## config.mk

```make
export PLATFORM = sky130hd
export DESIGN_NAME = sum_accumulator_flat
export DESIGN_NICKNAME = d
export VERILOG_FILES = /design/src/rtl/sum_accumulator_if.sv /design/src/rtl/sum_accumulator.sv /design/src/flat_wrapper.sv
export SDC_FILE = /design/constraint.sdc
export NUM_CORES = 1
export LEC_CHECK = 0
export BUFFER_PORTS_ARGS = -buffer_cell sky130_fd_sc_hd__buf_2
export CORE_AREA = 2 2 46 48
export CTS_CLUSTER_DIAMETER = 100
export DETAILED_ROUTE_END_ITERATION = 10
export DIE_AREA = 0 0 48 50
export PLACE_DENSITY = 0.74
export RECOVER_POWER = 50
export SYNTH_ARGS = -nofsm -noshare
export SYNTH_HDL_FRONTEND = slang
export SYNTH_SLANG_ARGS = --single-unit
```

## constraint.sdc

```tcl
create_clock -name clk -period 2 [get_ports clk]
set_clock_uncertainty 0.1 [all_clocks]
set_input_delay 0.2 -clock clk [delete_from_list [all_inputs] [get_ports clk]]
set_output_delay 0.2 -clock clk [all_outputs]
set_load 0.1 [all_outputs]
```

## src/rtl/sum_accumulator_if.sv

```systemverilog
`default_nettype none
// ============================================================================
// Module      : sum_accumulator_if
// Description : Handshake bundle between the ripple-adder stage and the
//               sum accumulator: start pulse, term handshake, result outputs.
// Revision    : 1.0 - initial release
// ============================================================================
interface sum_accumulator_if #(
    parameter int ACC_W = 8
);
    logic             start;
    logic             in_valid;
    logic             in_ready;
    logic [3:0]       s;
    logic             co;
    logic [ACC_W-1:0] acc;
    logic             acc_valid;
    logic             busy;
    logic             ovf;

    // Producer side: issues start and adder terms, observes results.
    modport master (
        output start, in_valid, s, co,
        input  in_ready, acc, acc_valid, busy, ovf
    );

    // Accumulator side.
    modport slave (
        input  start, in_valid, s, co,
        output in_ready, acc, acc_valid, busy, ovf
    );
endinterface
`default_nettype wire

```

## src/rtl/sum_accumulator.sv

```systemverilog
`default_nettype none
// ============================================================================
// Module      : sum_accumulator
// Description : Sums NUM_TERMS 5-bit adder results {co,s} into an ACC_W-bit
//               register, then strobes acc_valid for one cycle. ovf is sticky
//               for the run. Optional macro SUM_ACC_SATURATE_EN makes acc
//               clamp to all-ones on overflow instead of wrapping.
// Revision    : 1.0 - initial release
// ============================================================================
module sum_accumulator #(
    parameter int ACC_W     = 8,   // 6..16
    parameter int NUM_TERMS = 4    // 1..15
) (
    input  wire logic          clk,
    input  wire logic          rst_n,
    sum_accumulator_if.slave   bus
);

    typedef enum logic [1:0] {
        S_IDLE  = 2'd0,
        S_ACCUM = 2'd1,
        S_DONE  = 2'd2
    } state_t;

    localparam logic [3:0] c_last_cnt = 4'(NUM_TERMS - 1);

    state_t           r_state;
    state_t           w_state_next;
    logic [3:0]       r_cnt;
    logic [ACC_W-1:0] r_acc;
    logic             r_ovf;

    logic             w_in_ready;
    logic             w_busy;
    logic             w_acc_valid;
    logic             w_accept;
    logic             w_clear;
    logic [ACC_W:0]   w_term;
    logic [ACC_W:0]   w_sum;
    logic             w_carry;
    logic [ACC_W-1:0] w_acc_next;

    // One extra bit of headroom exposes the overflow carry.
    assign w_term  = {{(ACC_W-4){1'b0}}, bus.co, bus.s};
    assign w_sum   = {1'b0, r_acc} + w_term;
    assign w_carry = w_sum[ACC_W];

`ifdef SUM_ACC_SATURATE_EN
    // Once the run has overflowed, acc stays pinned at full scale.
    assign w_acc_next = (r_ovf || w_carry) ? {ACC_W{1'b1}} : w_sum[ACC_W-1:0];
`else
    assign w_acc_next = w_sum[ACC_W-1:0];
`endif

    // State register.
    always_ff @(posedge clk or negedge rst_n) begin
        if (!rst_n) begin
            r_state <= S_IDLE;
        end else begin
            r_state <= w_state_next;
        end
    end

    // Next-state and handshake/status decode.
    always_comb begin
        w_state_next = r_state;
        w_in_ready   = 1'b0;
        w_busy       = 1'b0;
        w_acc_valid  = 1'b0;
        w_accept     = 1'b0;
        w_clear      = 1'b0;
        case (r_state)
            S_IDLE: begin
                if (bus.start) begin
                    w_clear      = 1'b1;
                    w_state_next = S_ACCUM;
                end
            end
            S_ACCUM: begin
                w_in_ready = 1'b1;
                w_busy     = 1'b1;
                w_accept   = bus.in_valid;
                if (bus.in_valid && (r_cnt == c_last_cnt)) begin
                    w_state_next = S_DONE;
                end
            end
            S_DONE: begin
                w_busy       = 1'b1;
                w_acc_valid  = 1'b1;
                w_state_next = S_IDLE;
            end
            default: begin
                w_state_next = S_IDLE;
            end
        endcase
    end

    // Accumulator, term counter and sticky overflow; all hold unless cleared or a term lands.
    always_ff @(posedge clk or negedge rst_n) begin
        if (!rst_n) begin
            r_acc <= '0;
            r_cnt <= 4'd0;
            r_ovf <= 1'b0;
        end else if (w_clear) begin
            r_acc <= '0;
            r_cnt <= 4'd0;
            r_ovf <= 1'b0;
        end else if (w_accept) begin
            r_acc <= w_acc_next;
            r_cnt <= r_cnt + 4'd1;
            if (w_carry) begin
                r_ovf <= 1'b1;
            end
        end
    end

    assign bus.in_ready  = w_in_ready;
    assign bus.busy      = w_busy;
    assign bus.acc_valid = w_acc_valid;
    assign bus.acc       = r_acc;
    assign bus.ovf       = r_ovf;

endmodule
`default_nettype wire

```

## src/flat_wrapper.sv

```systemverilog
// flat-port wrapper written by rule: the top's interface ports become plain ports
module sum_accumulator_flat 
#(
    parameter int ACC_W     = 8,           
    parameter int NUM_TERMS = 4            
)
  (clk, rst_n, bus_start, bus_in_valid, bus_s, bus_co, bus_in_ready, bus_acc, bus_acc_valid, bus_busy, bus_ovf);
  sum_accumulator_if #(.ACC_W(ACC_W)) bus_i ();
  input  wire logic clk;
  input  wire logic rst_n;
  input wire logic [$bits(bus_i.start)-1:0] bus_start;
  input wire logic [$bits(bus_i.in_valid)-1:0] bus_in_valid;
  input wire logic [$bits(bus_i.s)-1:0] bus_s;
  input wire logic [$bits(bus_i.co)-1:0] bus_co;
  output wire logic [$bits(bus_i.in_ready)-1:0] bus_in_ready;
  output wire logic [$bits(bus_i.acc)-1:0] bus_acc;
  output wire logic [$bits(bus_i.acc_valid)-1:0] bus_acc_valid;
  output wire logic [$bits(bus_i.busy)-1:0] bus_busy;
  output wire logic [$bits(bus_i.ovf)-1:0] bus_ovf;
  assign bus_i.start = bus_start;
  assign bus_i.in_valid = bus_in_valid;
  assign bus_i.s = bus_s;
  assign bus_i.co = bus_co;
  assign bus_in_ready = bus_i.in_ready;
  assign bus_acc = bus_i.acc;
  assign bus_acc_valid = bus_i.acc_valid;
  assign bus_busy = bus_i.busy;
  assign bus_ovf = bus_i.ovf;
  sum_accumulator #(.ACC_W(ACC_W), .NUM_TERMS(NUM_TERMS)) u_core (.clk(clk), .rst_n(rst_n), .bus(bus_i));
endmodule
```

# Yosys cells after proc, flatten, opt, wreduce, memory -nomap -nowiden
# Cells that the tools add are included.
dict set report totals {
  ff_bits 15
  in_bits 9
  output_inout_bits 12
}
dict set report op_classes {
  addsub 2
  eq_ne 5
  muxes 16
  reduce_logical 7
}
# op n
set op_table {}
lappend op_table {{$mux 8} 2}
lappend op_table {{$add 8x5->9} 1}
lappend op_table {{$mux 1} 9}
lappend op_table {{$mux 4} 2}
lappend op_table {{$add 4x1->4 const B} 1}
lappend op_table {{$eq 4x2->1 const B} 1}
lappend op_table {{$mux 2} 2}
lappend op_table {{$pmux 2 s2} 1}
lappend op_table {{$reduce_and 2->1} 2}
lappend op_table {{$reduce_bool 2->1} 2}
lappend op_table {{$eq 2x1->1 const B} 1}
lappend op_table {{$eq 2x2->1 const B} 1}
lappend op_table {{$logic_not 2->1} 1}
lappend op_table {{$ne 2x1->1 const B} 1}
lappend op_table {{$ne 2x2->1 const B} 1}
lappend op_table {{$reduce_or 2->1} 1}
lappend op_table {{$logic_and 1x1->1} 1}

# Longest topological paths before layout
dict set report depth {
  ltp_word 4
  depth_mapped 7
  mapped_depth_nobuf 7
}

# Worst setup path before layout
# No wires, ideal clock.
dict set report synth_timing {
  path_type {reg-to-reg}
  from {register u_core.r_acc[0], in the netlist u_core.bus.acc[0]}
  to {register u_core.r_acc[6], in the netlist u_core.bus.acc[6]}
  setup_ns 0.128
  arrival_time_ns 2.206
  t_required_ns 1.772
  setup_slack_ns -0.433
  stages_incl_launch_ff 8
  n_path_buf 0
  synth_period_minus_slack_ns 2.433
  path_cell_list {dfrtp_1 -> ha_1 -> inv_1 -> fa_1 -> nor2b_4 -> o31a_1 -> o211ai_1 -> mux2i_1}
}
dict set report synth_via {
  elab_chain_len 3
}
# item line_no
set synth_rtl {}
lappend synth_rtl {{from (decl)} sum_accumulator.sv:30} ;# logic [ACC_W-1:0] r_acc;
lappend synth_rtl {{from (signal assigned)} sum_accumulator.sv:109} ;# r_acc <= w_acc_next;
lappend synth_rtl {{$add 8x5->9} sum_accumulator.sv:45} ;# assign w_sum = {1'b0, r_acc} + w_term;
lappend synth_rtl {{$mux 8} sum_accumulator.sv:108} ;# end else if (w_accept) begin
lappend synth_rtl {{$mux 8} sum_accumulator.sv:104} ;# end else if (w_clear) begin
# No other way between the ends. The select of a mux whose other input is x is not followed.
# A chain may end at the register's enable or synchronous reset.

# Worst setup path after layout
# Same ends and word-level chain as after synthesis.

==> reports/metrics.csv <==
stage;metric;value;unit
status;outcome;completed;
sta;max_freq;0.530;GHz
layout;syn_to_final_growth;22.1;%
sta;finalHoldViolCount;0;
sta;min_period;1890;ps
sta;final.period_utilization;94.3;%
cts;cts_tree;yes;
place;placed_cell_area;1100;sq um
yosys;async_reset_ff_share;100;%
place;io_buffers;20;
die;pin_count;21;
worst_hold_path;hold_path.startpoint;bus_start;
yosys;synth_edf_count;0;
die;dieArea;2400;sq um
sta;fin_hold_ws;197;ps
worst_hold_path;hp-class;in -> reg;
detailed_routing;drtIter0Drc;13;
worst_setup_path;crit_type;reg -> reg;
worst_setup_path;ff2ff_setup_slack;110;ps
die;rows;16;
layout;multiInputGateArea;547;sq um
layout;fin_nets;145;
grt;grt_pass1_vias;722;
grt;antenna_found_initial;0;
sta;tightest_slew;815;ps
detailed_routing;drt_wl_total;1.81;mm
yosys;seq_area_frac_synth;40.2;%
layout;drive_gt1_share;26.6;%
yosys;syn_avg_cell_area;9.35;sq um
yosys;synth-seq-cells;15;
grt;grt_pass1_wl;3.15;mm
flow_run;maxCapViolCount;0;
worst_hold_path;hold-path-cell-count;3;
place;gp_congestion;0.811;
die;core-area;1900;sq um
cts;cts-root-buf;clkbuf_4;
worst_setup_path;r2r-start;u_core.bus.acc[0];
die;start_util;49.1;%
yosys;synth_most_common_cell;dfrtp_1;
sta;setup_viol;0;
layout;antenna_cells;0;
detailed_routing;drtAntennaViolNets;0;
worst_setup_path;required;2110;ps
worst_hold_path;whs_endpoint;u_core.r_state[1];
worst_setup_path;reg2reg_to;u_core.bus.acc[6];
power_and_ir_drop;powerDensity;1570;nW/um^2
power_and_ir_drop;ir_worst_vdd;1.50;mV
layout;nFillCells;167;
yosys;synth.distinct_cells;32;
die;die_w;48;microns
grt;gr-total-overflow;0;
worst_setup_path;cp_max_fo;3;
yosys;yosys_warnings;0;
yosys;synth_top_area_share;40.2;%
detailed_routing;vias_per_cell;5.20;
layout;final_area;1140;sq um
cts;clk_latency;290;ps
grt;grtUsageTotal;18.5;%
sta;maxSlewHeadroom;45.7;%
yosys;synthTopCellsByArea;dfrtp_1 (40%), ha_1 (13%), nand2_1 (5.2%), a21oi_1 (4.8%), nor2_1 (4.0%);
cts;cts_htree_levels;1;
detailed_routing;vias;785;
yosys;synth_area;935;sq um
yosys;ys_top_cells_by_count;dfrtp_1 (15), nand2_1 (13), ha_1 (10), nor2_1 (10), a21oi_1 (9);
place;detailed_place_hpwl;1.46;mm
die;die_y;50;microns
yosys;synth_ff_type;dfrtp_1;
worst_setup_path;end_kind;register;
yosys;synth_top_area_cell;dfrtp_1;
yosys;syn_inst;100;
cts;clockBufferDepth;2;
grt;grt_max_degree;16;
worst_setup_path;arrival;1990;ps
detailed_routing;dr.pass1.iters;4;
power_and_ir_drop;p_leak;0.000561;uW
sta;drv_slew;0;
worst_setup_path;startpoint_type;register;
cts;path_clk_slew;90;ps
cts;clock_sinks;15;
sta;grt_setup_unrepaired;false;
detailed_routing;post_drt_wl_per_cell;12.0;microns
layout;seqCellArea;387;sq um
worst_setup_path;reg2regPathDepth;7;
cts;cts_buffers;3;
yosys;syn_nets;120;
detailed_routing;drc_errors;0;
==> metrics by stage <==
stage | std cells | util (%) | setup TNS [ps] | setup slack (ps) | total power [uW]
2_1_floorplan | 100 | - | -5.66 | -5.66 | 1460
3_3_place_gp | 146 | 58.1 | 0 | 202 | 1610
3_5_place_dp | 146 | 58.1 | 0 | 123 | 1630
4_1_cts | 151 | 60.1 | 0 | 97.2 | 1810
5_1_grt | 151 | 60.0 | 0 | 6.17 | 1930
6_report | 151 | 60.0 | 0 | 115 | 1800
==> cell type report <==
type	count	area share (%)
multi-input cells	76	47.9
flip-flops and latches	15	33.9
repair buffers	23	10.9
well taps	27	2.96
clock buffers	3	1.97
inverters	6	1.97
clock inverters	1	0.439
==> cell families after synthesis <==
logic type      Yosys count  synth area share, %
fa+ha+maj                11                 15.5
flops                    15                 40.2
mux                       2                 2.14
buf+inv                   9                 4.02
compound gates           25                 17.4
xor+xnor                  3                 2.81
simple gates             35                 17.9
==> repair_timing <==
item / CTS / global route
hold buffers: 1 / 0
gates resized for setup: 0 / 0
setup buffers: 0 / 0
hold endpoints to repair: 15 / 0
==> critical path: stages (launching register included) <==
cell,delay [ps]
dfrtp_4,510
ha_4,170
inv_1,60
fa_1,230
nor2b_4,60
o31a_1,270
o211ai_1,200
mux2i_1,220
==> cell usage in the layout (no fill, tap or decap), drive strengths merged <==
cell / n
dfrtp: 15
a211oi: 1
xor2: 2
buf: 16
nand4: 2
o22a: 1
nand2b: 2
o21a: 1
nor4: 1
o21ai: 4
o31ai: 1
o211ai: 2
clkbuf: 9
mux2i: 2
a21o: 2
clkinv: 1
inv: 6
nor3: 1
o31a: 1
fa: 1
xnor2: 1
a211o: 1
and2: 2
a21oi: 9
a2111o: 1
nor2b: 3
dlygate4sd3: 1
nand2: 13
and3: 1
nor2: 10
ha: 10
a21boi: 1
==> routing by layer <==
metal	global-route usage, %	wire length, microns	part of all wire [%]
met1	24.8	838	46
met2	28.2	855	47
met3	3.30	67	3.7
met4	8.11	51	2.8
met5	0	0	0
==> power breakdown <==
group,switching [uW],internal [uW]
Sequential,81.7,401
Clock,101,74.3
Combinational,859,279
Total,1040,755
==> registers in the layout (all words and copies together) (netlist names) <==
name / flops
u_core.bus.acc: 8
u_core.r_cnt: 4
u_core.r_state: 2
u_core.bus.ovf: 1
==> worst max-delay path by stage <==
| stage | cells after the start | slack (ps) | end | from |
|---|---|---|---|---|
| finish | 7 | 110 | u_core.bus.acc[6] | u_core.bus.acc[0] |
| global route | 7 | 6 | u_core.bus.acc[6] | u_core.bus.acc[0] |
| CTS | 7 | 100 | u_core.bus.acc[6] | u_core.bus.acc[0] |
| detailed placement | 7 | 120 | u_core.bus.acc[6] | u_core.bus.acc[0] |
| global placement | 7 | 200 | u_core.bus.acc[4] | u_core.bus.acc[0] |
| floorplan | 7 | -6 | u_core.bus.acc[6] | u_core.bus.acc[0] |
No activity file was read; power rests on OpenSTA's default activity.
